$ cat config.mk
export PLATFORM = sky130hd
export DESIGN_NAME = ghr_update_queue_flat
export DESIGN_NICKNAME = d
export VERILOG_FILES = /design/src/rtl/ghr_update_queue_if.sv /design/src/rtl/ghr_update_queue.sv /design/src/flat_wrapper.sv
export SDC_FILE = /design/constraint.sdc
export NUM_CORES = 1
export LEC_CHECK = 0
export BUFFER_PORTS_ARGS = -buffer_cell sky130_fd_sc_hd__buf_2
export CAP_MARGIN = 40
export CORE_ASPECT_RATIO = 0.5
export CORE_MARGIN = 2
export CORE_UTILIZATION = 57
export CTS_BUF_LIST = sky130_fd_sc_hd__clkbuf_8
export DETAILED_ROUTE_END_ITERATION = 6
export GPL_ROUTABILITY_DRIVEN = 0
export HOLD_SLACK_MARGIN = 0.05
export PLACE_DENSITY_LB_ADDON = 0.12
export SLEW_MARGIN = 20
export SYNTH_ARGS = -nofsm -noshare
export SYNTH_HDL_FRONTEND = slang
export SYNTH_SLANG_ARGS = --single-unit
$ cat constraint.sdc
create_clock -name clk -period 5.5 [get_ports clk]
set_clock_uncertainty 0.15 [all_clocks]
set_input_delay 0.55 -clock clk [delete_from_list [all_inputs] [get_ports clk]]
set_output_delay 0.55 -clock clk [all_outputs]
set_load 0.02 [all_outputs]
$ cat src/rtl/ghr_update_queue_if.sv
// Fetch/execute/predictor-facing bundle of the gshare update queue.
// The master side is the pipeline; the slave side is the queue.
interface ghr_update_queue_if #(
  parameter int DEPTH = 8,
  parameter int GHR_W = 6,
  parameter int PC_W  = 32
);
  localparam int TAG_W = $clog2(DEPTH);

  logic             alloc_valid;
  logic [PC_W-1:0]  alloc_pc;
  logic [GHR_W-1:0] alloc_ghr;
  logic [1:0]       alloc_counter;
  logic             alloc_ready;
  logic [TAG_W-1:0] alloc_tag;

  logic             resolve_valid;
  logic [TAG_W-1:0] resolve_tag;
  logic             resolve_taken;
  logic             resolve_mispredict;

  logic             flush;

  logic             upd_pc_valid;
  logic [PC_W-1:0]  upd_pc;
  logic             upd_pc_taken;
  logic             upd_mispredict;
  logic [GHR_W-1:0] upd_ghr;
  logic [GHR_W-1:0] upd_recover_ghr;
  logic [1:0]       upd_counter;

  modport master (
    output alloc_valid, alloc_pc, alloc_ghr, alloc_counter,
    output resolve_valid, resolve_tag, resolve_taken, resolve_mispredict,
    output flush,
    input  alloc_ready, alloc_tag,
    input  upd_pc_valid, upd_pc, upd_pc_taken, upd_mispredict,
    input  upd_ghr, upd_recover_ghr, upd_counter
  );

  modport slave (
    input  alloc_valid, alloc_pc, alloc_ghr, alloc_counter,
    input  resolve_valid, resolve_tag, resolve_taken, resolve_mispredict,
    input  flush,
    output alloc_ready, alloc_tag,
    output upd_pc_valid, upd_pc, upd_pc_taken, upd_mispredict,
    output upd_ghr, upd_recover_ghr, upd_counter
  );
endinterface

$ cat src/rtl/ghr_update_queue.sv
// In-order branch metadata queue: allocated at fetch, resolved out of order by tag,
// retired from the head in program order as single-cycle gshare update pulses.
module ghr_update_queue #(
  parameter int DEPTH = 8,
  parameter int GHR_W = 6,
  parameter int PC_W  = 32
) (
  input logic               clk,
  input logic               reset,
  ghr_update_queue_if.slave bus
);
  localparam int TAG_W = $clog2(DEPTH);
  typedef logic [TAG_W-1:0] tag_t;
  localparam tag_t TAG_ONE = tag_t'(1);

  // Distance of an entry from the head; a larger value means a younger branch.
  function automatic tag_t age_of(input tag_t idx, input tag_t head);
    return idx - head;
  endfunction

  function automatic logic [GHR_W-1:0] recover_ghr(input logic [GHR_W-1:0] ghr,
                                                   input logic taken);
    return {ghr[GHR_W-2:0], taken};
  endfunction

  logic [DEPTH-1:0] valid_q, valid_d;
  logic [DEPTH-1:0] resolved_q, resolved_d;
  logic [DEPTH-1:0] taken_q, taken_d;
  logic [DEPTH-1:0] misp_q, misp_d;
  tag_t             head_q, head_d;
  tag_t             tail_q, tail_d;

  logic [PC_W-1:0]  pc_q  [DEPTH];
  logic [GHR_W-1:0] ghr_q [DEPTH];
  logic [1:0]       cnt_q [DEPTH];

  logic             upd_valid_q, upd_valid_d;
  logic [PC_W-1:0]  upd_pc_q, upd_pc_d;
  logic             upd_taken_q, upd_taken_d;
  logic             upd_misp_q, upd_misp_d;
  logic [GHR_W-1:0] upd_ghr_q, upd_ghr_d;
  logic [GHR_W-1:0] upd_rec_q, upd_rec_d;
  logic [1:0]       upd_cnt_q, upd_cnt_d;

  tag_t res_tag;
  logic full;
  logic res_hit;
  logic squash;
  logic alloc_fire;
  logic head_hit;
  logic retire;
  logic ret_taken;
  logic ret_misp;

  // Occupancy comes from the valid bits; head==tail is ambiguous between empty and full.
  assign res_tag    = bus.resolve_tag;
  assign full       = valid_q[tail_q];
  assign res_hit    = bus.resolve_valid & valid_q[res_tag] & ~resolved_q[res_tag];
  assign squash     = res_hit & bus.resolve_mispredict;
  assign alloc_fire = bus.alloc_valid & ~full & ~bus.flush & ~squash;
  assign head_hit   = res_hit & (res_tag == head_q);
  assign retire     = ~bus.flush & valid_q[head_q] & (resolved_q[head_q] | head_hit);
  assign ret_taken  = head_hit ? bus.resolve_taken      : taken_q[head_q];
  assign ret_misp   = head_hit ? bus.resolve_mispredict : misp_q[head_q];

  // Queue control next state: flush, then resolve, squash, alloc and retire.
  always_comb begin
    valid_d    = valid_q;
    resolved_d = resolved_q;
    taken_d    = taken_q;
    misp_d     = misp_q;
    head_d     = head_q;
    tail_d     = tail_q;
    if (bus.flush) begin
      valid_d = '0;
      head_d  = '0;
      tail_d  = '0;
    end else begin
      if (res_hit) begin
        resolved_d[res_tag] = 1'b1;
        taken_d[res_tag]    = bus.resolve_taken;
        misp_d[res_tag]     = bus.resolve_mispredict;
      end else begin
        resolved_d = resolved_q;
      end
      for (int i = 0; i < DEPTH; i++) begin
        valid_d[i] = valid_d[i] &
                     ~(squash & (age_of(tag_t'(i), head_q) > age_of(res_tag, head_q)));
      end
      if (squash) begin
        tail_d = res_tag + TAG_ONE;
      end else if (alloc_fire) begin
        valid_d[tail_q]    = 1'b1;
        resolved_d[tail_q] = 1'b0;
        tail_d             = tail_q + TAG_ONE;
      end else begin
        tail_d = tail_q;
      end
      if (retire) begin
        valid_d[head_q] = 1'b0;
        head_d          = head_q + TAG_ONE;
      end else begin
        head_d = head_q;
      end
    end
  end

  // Update-port next state: pulse on retire, otherwise hold the last retired fields.
  always_comb begin
    upd_valid_d = retire;
    upd_pc_d    = upd_pc_q;
    upd_taken_d = upd_taken_q;
    upd_misp_d  = upd_misp_q;
    upd_ghr_d   = upd_ghr_q;
    upd_rec_d   = upd_rec_q;
    upd_cnt_d   = upd_cnt_q;
    if (retire) begin
      upd_pc_d    = pc_q[head_q];
      upd_taken_d = ret_taken;
      upd_misp_d  = ret_misp;
      upd_ghr_d   = ghr_q[head_q];
      upd_rec_d   = recover_ghr(ghr_q[head_q], ret_taken);
      upd_cnt_d   = cnt_q[head_q];
    end else begin
      upd_valid_d = 1'b0;
    end
  end

  // Control and update-port registers with synchronous reset.
  always_ff @(posedge clk) begin
    if (reset) begin
      valid_q     <= '0;
      resolved_q  <= '0;
      taken_q     <= '0;
      misp_q      <= '0;
      head_q      <= '0;
      tail_q      <= '0;
      upd_valid_q <= 1'b0;
      upd_pc_q    <= '0;
      upd_taken_q <= 1'b0;
      upd_misp_q  <= 1'b0;
      upd_ghr_q   <= '0;
      upd_rec_q   <= '0;
      upd_cnt_q   <= 2'b00;
    end else begin
      valid_q     <= valid_d;
      resolved_q  <= resolved_d;
      taken_q     <= taken_d;
      misp_q      <= misp_d;
      head_q      <= head_d;
      tail_q      <= tail_d;
      upd_valid_q <= upd_valid_d;
      upd_pc_q    <= upd_pc_d;
      upd_taken_q <= upd_taken_d;
      upd_misp_q  <= upd_misp_d;
      upd_ghr_q   <= upd_ghr_d;
      upd_rec_q   <= upd_rec_d;
      upd_cnt_q   <= upd_cnt_d;
    end
  end

  // Prediction-time payload; only read while the entry is valid, so it needs no reset.
  always_ff @(posedge clk) begin
    if (alloc_fire) begin
      pc_q[tail_q]  <= bus.alloc_pc;
      ghr_q[tail_q] <= bus.alloc_ghr;
      cnt_q[tail_q] <= bus.alloc_counter;
    end
  end

  assign bus.alloc_ready     = ~full;
  assign bus.alloc_tag       = tail_q;
  assign bus.upd_pc_valid    = upd_valid_q;
  assign bus.upd_pc          = upd_pc_q;
  assign bus.upd_pc_taken    = upd_taken_q;
  assign bus.upd_mispredict  = upd_misp_q;
  assign bus.upd_ghr         = upd_ghr_q;
  assign bus.upd_recover_ghr = upd_rec_q;
  assign bus.upd_counter     = upd_cnt_q;
endmodule
$ cat src/flat_wrapper.sv
// flat-port wrapper written by rule: the top's interface ports become plain ports
module ghr_update_queue_flat 
#(
  parameter int DEPTH = 8,
  parameter int GHR_W = 6,
  parameter int PC_W  = 32
)
  (clk, reset, bus_alloc_valid, bus_alloc_pc, bus_alloc_ghr, bus_alloc_counter, bus_resolve_valid, bus_resolve_tag, bus_resolve_taken, bus_resolve_mispredict, bus_flush, bus_alloc_ready, bus_alloc_tag, bus_upd_pc_valid, bus_upd_pc, bus_upd_pc_taken, bus_upd_mispredict, bus_upd_ghr, bus_upd_recover_ghr, bus_upd_counter);
  ghr_update_queue_if #(.DEPTH(DEPTH), .GHR_W(GHR_W), .PC_W(PC_W)) bus_i ();
  input logic clk;
  input logic reset;
  input wire logic [$bits(bus_i.alloc_valid)-1:0] bus_alloc_valid;
  input wire logic [$bits(bus_i.alloc_pc)-1:0] bus_alloc_pc;
  input wire logic [$bits(bus_i.alloc_ghr)-1:0] bus_alloc_ghr;
  input wire logic [$bits(bus_i.alloc_counter)-1:0] bus_alloc_counter;
  input wire logic [$bits(bus_i.resolve_valid)-1:0] bus_resolve_valid;
  input wire logic [$bits(bus_i.resolve_tag)-1:0] bus_resolve_tag;
  input wire logic [$bits(bus_i.resolve_taken)-1:0] bus_resolve_taken;
  input wire logic [$bits(bus_i.resolve_mispredict)-1:0] bus_resolve_mispredict;
  input wire logic [$bits(bus_i.flush)-1:0] bus_flush;
  output wire logic [$bits(bus_i.alloc_ready)-1:0] bus_alloc_ready;
  output wire logic [$bits(bus_i.alloc_tag)-1:0] bus_alloc_tag;
  output wire logic [$bits(bus_i.upd_pc_valid)-1:0] bus_upd_pc_valid;
  output wire logic [$bits(bus_i.upd_pc)-1:0] bus_upd_pc;
  output wire logic [$bits(bus_i.upd_pc_taken)-1:0] bus_upd_pc_taken;
  output wire logic [$bits(bus_i.upd_mispredict)-1:0] bus_upd_mispredict;
  output wire logic [$bits(bus_i.upd_ghr)-1:0] bus_upd_ghr;
  output wire logic [$bits(bus_i.upd_recover_ghr)-1:0] bus_upd_recover_ghr;
  output wire logic [$bits(bus_i.upd_counter)-1:0] bus_upd_counter;
  assign bus_i.alloc_valid = bus_alloc_valid;
  assign bus_i.alloc_pc = bus_alloc_pc;
  assign bus_i.alloc_ghr = bus_alloc_ghr;
  assign bus_i.alloc_counter = bus_alloc_counter;
  assign bus_i.resolve_valid = bus_resolve_valid;
  assign bus_i.resolve_tag = bus_resolve_tag;
  assign bus_i.resolve_taken = bus_resolve_taken;
  assign bus_i.resolve_mispredict = bus_resolve_mispredict;
  assign bus_i.flush = bus_flush;
  assign bus_alloc_ready = bus_i.alloc_ready;
  assign bus_alloc_tag = bus_i.alloc_tag;
  assign bus_upd_pc_valid = bus_i.upd_pc_valid;
  assign bus_upd_pc = bus_i.upd_pc;
  assign bus_upd_pc_taken = bus_i.upd_pc_taken;
  assign bus_upd_mispredict = bus_i.upd_mispredict;
  assign bus_upd_ghr = bus_i.upd_ghr;
  assign bus_upd_recover_ghr = bus_i.upd_recover_ghr;
  assign bus_upd_counter = bus_i.upd_counter;
  ghr_update_queue #(.DEPTH(DEPTH), .GHR_W(GHR_W), .PC_W(PC_W)) u_core (.clk(clk), .reset(reset), .bus(bus_i));
endmodule
# Word-level counts from Yosys, hierarchy flattened
# Memory sizes are Yosys's and may differ from the RTL's. A register that Yosys moved wholly into a read port is not among the register bits.
# Index checks and enable logic that the tools add are counted.
# totals
ff_bits,53
ramBits,320
input_bits,50
out_inout_bits,53
word_cells,130
n_memories,3
# op_classes
n_addsub,12
magnitude_cmp,14
eq_ne,1
n_mux,39
bitwise_logic,44
n_reduce_logical,6
# mem_list
memory,depth,word_bits,rd,rd_clocked_by_memory_dff,wr,line_no,rtl
u_core.pc_q,8,32,1,1,1,ghr_update_queue.sv:33,logic [PC_W-1:0] pc_q [DEPTH];
u_core.ghr_q,8,6,1,1,1,ghr_update_queue.sv:34,logic [GHR_W-1:0] ghr_q [DEPTH];
u_core.cnt_q,8,2,1,1,1,ghr_update_queue.sv:35,logic [1:0] cnt_q [DEPTH];
# ops
op,n
two-way mux 8 bit,8
bitwise AND 1 bit,25
> comparator 3 bit,8
binary-select mux 1 bit (select 3 bit),7
bitwise AND 8 bit,2
bitwise mux 8 bit,2
NOT 8 bit,2
OR 8 bit,2
two-way mux 1 bit,15
"less-than comparator 3 x 4 -> 1 bit, second input constant",3
two-way mux 3 bit,4
NOT 1 bit,12
"subtractor 3 bit, first input constant",4
"adder 3 x 1 -> 3 bit, second input constant",3
demux 1 bit (select 3 bit),3
">= comparator 3 x 1 -> 1 bit, second input constant",3
"subtractor 1 x 3 -> 3 bit, first input constant",2
"subtractor 2 x 3 -> 3 bit, first input constant",2
== test 3 bit,1
logical AND 1 bit,3
subtractor 3 bit,1
AND reduction 2 bit,1
nonzero test 2 bit,1
OR reduction 2 bit,1
OR 1 bit,1

# Depth between registers and ports, before layout
# logic_depth
depth_word,14
mapped_depth,14

# Worst setup path after synthesis
# No wires, ideal clock.
# synth_path
path_type,register to register
start,register u_core.tail_q[1] (netlist: u_core.bus.alloc_tag[1])
end,memory u_core.cnt_q[0][0] (enable)
arrival_ns,5.484
slack_ns,-0.675
path_stages_with_launch,7
n_path_buf,1
period_less_slack_ns,6.175
cell_sequence,dfxtp_1 buf_6 mux2i_1 o221ai_1 a211oi_4 o311ai_2 nor4_1
# synth_via
elab_chain_len,8
# synth_lines
item,line_no,rtl
"start, declared",ghr_update_queue.sv:31,"tag_t tail_q, tail_d;"
"start signal, assigned",ghr_update_queue.sv:151,tail_q <= tail_d;
binary-select mux 1 bit (select 3 bit),ghr_update_queue.sv:57,assign full = valid_q[tail_q];
two-way mux 1 bit (not written as such),ghr_update_queue.sv:57,
NOT 1 bit,ghr_update_queue.sv:60,assign alloc_fire = bus.alloc_valid & ~full & ~bus.flush & ~squash;
bitwise AND 1 bit (3 in a row),ghr_update_queue.sv:60,
two-way mux 1 bit,ghr_update_queue.sv:164,if (alloc_fire) begin
two-way mux 1 bit (not written as such),ghr_update_queue.sv:167,cnt_q[tail_q] <= bus.alloc_counter;
"end, declared",ghr_update_queue.sv:35,
# Several ways; a longest one is shown, not always the timed one. The select of a mux whose other input is x is not followed.

# Worst setup path in the final report
# layout_path
start,register u_core.tail_q[0] (netlist: u_core.bus.alloc_tag[0])
end,memory u_core.pc_q[4][24] (enable)
# layout_via
elab_chain_len,8
# layout_lines
item,line_no,rtl
binary-select mux 1 bit (select 3 bit),ghr_update_queue.sv:57,
two-way mux 1 bit (not written as such),ghr_update_queue.sv:57,
NOT 1 bit,ghr_update_queue.sv:60,
bitwise AND 1 bit (3 in a row),ghr_update_queue.sv:60,
two-way mux 1 bit,ghr_update_queue.sv:164,
two-way mux 1 bit (not written as such),ghr_update_queue.sv:165,pc_q[tail_q] <= bus.alloc_pc;
"end, declared",ghr_update_queue.sv:33,
# Several ways; a longest one is shown, not always the timed one. The select of a mux whose other input is x is not followed.

==> metrics.md <==
| Metric | Value |
|---|---|
| Register Area | 11300 um2 |
| Clk sinks | 404 |
| Layout cells sized above 1 | 0.282 |
| Syn Inst Count | ~930 |
| Post-detailed-placement half-perimeter wirelength | a little over 20000 um |
| Post-CTS Resized | 0 |
| Core region area | between 20000 and 30000 um2 |
| Final Hold Fails | 0 |
| Register area share after synthesis | 0.693 |
| Global Route Usage Sum | 0.240 |
| Post-Route Utilization | 0.667 |
| Placed cell count | 1367 |
| Total vias in the final route | between 9000 and 10000 |
| Clock Tree Buf Depth | 3 |
| Largest fanout on the critical path | 35 |
| CTS HTree Levels | 2 |
| Number of global-route vias before repair | between 9000 and 10000 |
| Max-Cap Viols | 0 |
| DIE WIDTH | ~240 um |
| Filler Cells Inserted | about 1900 |
| Pint | 4.52 mW |
| Detailed-route DRC error count | 0 |
| Final worst slack | about 1600 ps |
| Crit start category | flip-flop |
| Clock Power Share | 0.386 |
| Reg2Reg Depth | 6 |
| Min cycle time layout | about 3900 ps |
| Placed cell areas | around 17000 um2 |
| Combinational power share | 0.036 |
| WL/cell | 23.5 um |
| Main synth FF type | edfxtp_1 |
| Area Growth Syn to Fin | 14.2% |
| Net load switching power | around 1.2 mW |
| Global-route wire length before repair | 53500 um |
| Global route total overflow | 0 |
| Post-synth EDFFs | 320 |
| TritonRoute pass-1 iters | 5 |
| Min-delay worst type | input pin to flip-flop |
| Final period util | 0.708 |
| Register-to-register setup slack | roughly 1600 ps |
| Syn Area/Cell | about 18 um2 |
| Setup Crit Path Kind | flip-flop to flip-flop |
| Max Freq | about 260 MHz |
| Critical path endpoint category | flip-flop |
| Origin of the critical flop-to-flop path | u_core.bus.alloc_tag[0] |
| Clk slew on worst S/H paths | ~70 ps |
| Worst EP required | approximately 5600 ps |
| Netlist cell types | 70 |
| Post-Syn Nets | a little under 1000 |
| Crit path DAT | approximately 4000 ps |
| RSZ-0062 raised after global routing | no |
| Register share of total power | 0.578 |
| Status | completed |
| Yosys Warn Count | 0 |
| Headroom to the max-slew limit | 0.415 |
| CTS buffer count | 53 |
| Mapped Area | 16300 um2 |
| LEAKAGE | 6.48 nW |
| Multi-input gate area | around 4700 um2 |
| FP Rows | between 40 and 50 |
| Dpl ws | roughly 1600 ps |
| Sw frac | 0.215 |
| # Post-CTS Setup Buffers | 0 |
| Largest net degree at the start of global routing | between 50 and 60 |
| Worst Setup EP | u_core.pc_q[4][24] |
| PwrDens | approximately 310 nW/um2 |
| WL final | around 35000 um |
| Hold_sp | bus_alloc_pc[30] |
| Ports | slightly above 100 |
| Clock Latency Late Sink | between 600 and 700 ps |
| Die area | 30000 um2 |
| Worst Tran Pin Value | around 870 ps |
| Crit. Startpoint | u_core.bus.alloc_tag[0] |
| Layout Cells excl Fill | roughly 1500 |
| Initial antenna violation count | 0 |
| Async SR Flop Fraction | 0 |
| CTS root buf | clkbuf_8 |
| Detailed Route Iter0 Violations | about 850 |
| Ant diodes | 0 |
| Port bufs | 102 |
| CTS tree | built |
| Initial Util | 0.584 |
| Setup tns final | 0 ps |
| Post-route cell area | about 19000 um2 |
| Die H | 124 um |
| Via-per-instance ratio | 6.03 |
| RR Endpoint | u_core.pc_q[4][24] |
| Final Net Count | 1141 |
| Worst vdd ir | roughly 0.23 mV |
| Setup-failing EPs final | 0 |
| Final Max Slew Viols | 0 |
| Yosys reg bits | a little over 400 |
| ANT nets after route | 0 |
==> logic make-up (layout without fill, tap and decap cells) <==
group | count (synthesis) | count (layout) | share of synthesized area
compound gates | 160 | 160 | 0.0673
buf+inv | 82 | 273 | 0.0242
fa+ha+maj | 19 | 19 | 0.0149
simple gates | 101 | 101 | 0.0355
flops | 404 | 404 | 0.693
xor+xnor | 8 | 8 | 0.00430
mux | 152 | 152 | 0.161
==> synth_stat cells (4+ instances only) <==
cell	instances	area (um2)
o21ai_0	18	90.1
buf_4	11	82.6
xnor2_1	6	52.6
dfxtp_1	84	1680
mux2i_1	64	641
o21a_1	5	37.5
a211oi_1	40	300
a21oi_1	57	285
o211ai_1	4	30.0
nor2_1	11	41.3
ha_1	17	213
inv_1	19	71.3
nand3_1	4	20.0
nor3_1	11	55.1
edfxtp_1	320	9610
nor2b_1	6	37.5
clkbuf_1	23	86.3
nand2_1	36	135
buf_1	7	26.3
or3_1	5	31.3
buf_2	18	90.1
mux4_2	88	1980
==> worst min path at each step <==
stage	slack, ps	to	depth (start not counted)
global placement	290	u_core.misp_q[6]	2
detailed placement	310	u_core.misp_q[6]	2
CTS	50	u_core.ghr_q[6][1]	1
finish	80	u_core.pc_q[4][30]	1
global route	50	u_core.pc_q[2][30]	1
floorplan	280	u_core.misp_q[6]	2
==> per-layer routing <==
| layer | wire [um] | GRT usage |
|---|---|---|
| met5 | 0 | 0 |
| met4 | 436 | 0.0617 |
| met3 | 2010 | 0.0445 |
| met2 | 17100 | 0.394 |
| met1 | 15700 | 0.340 |
==> registers in the layout, summed over array words and instances (netlist names), 3 cells and up, named ones only <==
name                        count
u_core.pc_q                   256
u_core.ghr_q                   48
u_core.bus.upd_pc              32
u_core.cnt_q                   16
u_core.misp_q                   8
u_core.resolved_q               8
u_core.taken_q                  8
u_core.valid_q                  8
u_core.bus.upd_recover_ghr      5
u_core.bus.alloc_tag            3
u_core.head_q                   3
==> through the flow <==
stage / power, mW / hold WS (ps)
final: 5.77 / 82.2
after floorplan: 3.51 / 282
after detailed placement: 3.59 / 306
after CTS: 5.81 / 50.1
after global placement: 3.58 / 291
after global routing: 5.96 / 53.1
==> critical path: stages (launching register included) <==
cell	delay, ps
dfxtp_1	630
nand2b_1	220
o221ai_1	210
a211oi_4	500
o311ai_2	330
nor3_2	780
buf_4	660
==> power by group through the flow <==
stage / Sequential (mW) / Clock, mW / Combinational, mW
finish: 3.33 / 2.22 / 0.209
CTS: 3.33 / 2.27 / 0.208
global route: 3.33 / 2.40 / 0.227
floorplan: 3.40 / 0 / 0.108
global placement: 3.40 / 0 / 0.185
detailed placement: 3.40 / 0 / 0.191
==> area by class of cell <==
class,instances,share of cell area
flip-flops and latches,404,0.607
clock buffers,62,0.0458
well taps,382,0.0257
clock inverters,37,0.0116
multi-input cells,440,0.250
repair buffers,154,0.0557
inverters,20,0.00403
==> placed cells by master (no fill, tap or decap), drive strengths merged, types with 3 or more instances in the layout <==
cell type      n
dlygate4sd3   30
nand3          5
a221oi         3
ha            17
or3            5
nor3          12
nor2          11
nand2b         3
and3           3
inv           42
a211oi        41
nand4          4
clkbuf        62
o211a          3
o211ai         5
a22oi          3
nand2         36
nor4           5
a31oi          4
clkinv        13
o311ai         3
mux4          88
o21ai         21
edfxtp       320
mux2i         64
dfxtp         84
nor2b          6
o21a           5
xnor2          6
buf          124
a21oi         57
==> what timing repair did <==
action | 4_1_cts | 5_1_grt
endpoints found under the setup margin | 0 | 0
hold endpoints to repair | 207 | 0
hold buffers | 30 | 0
(Power assumes the default switching activity.)
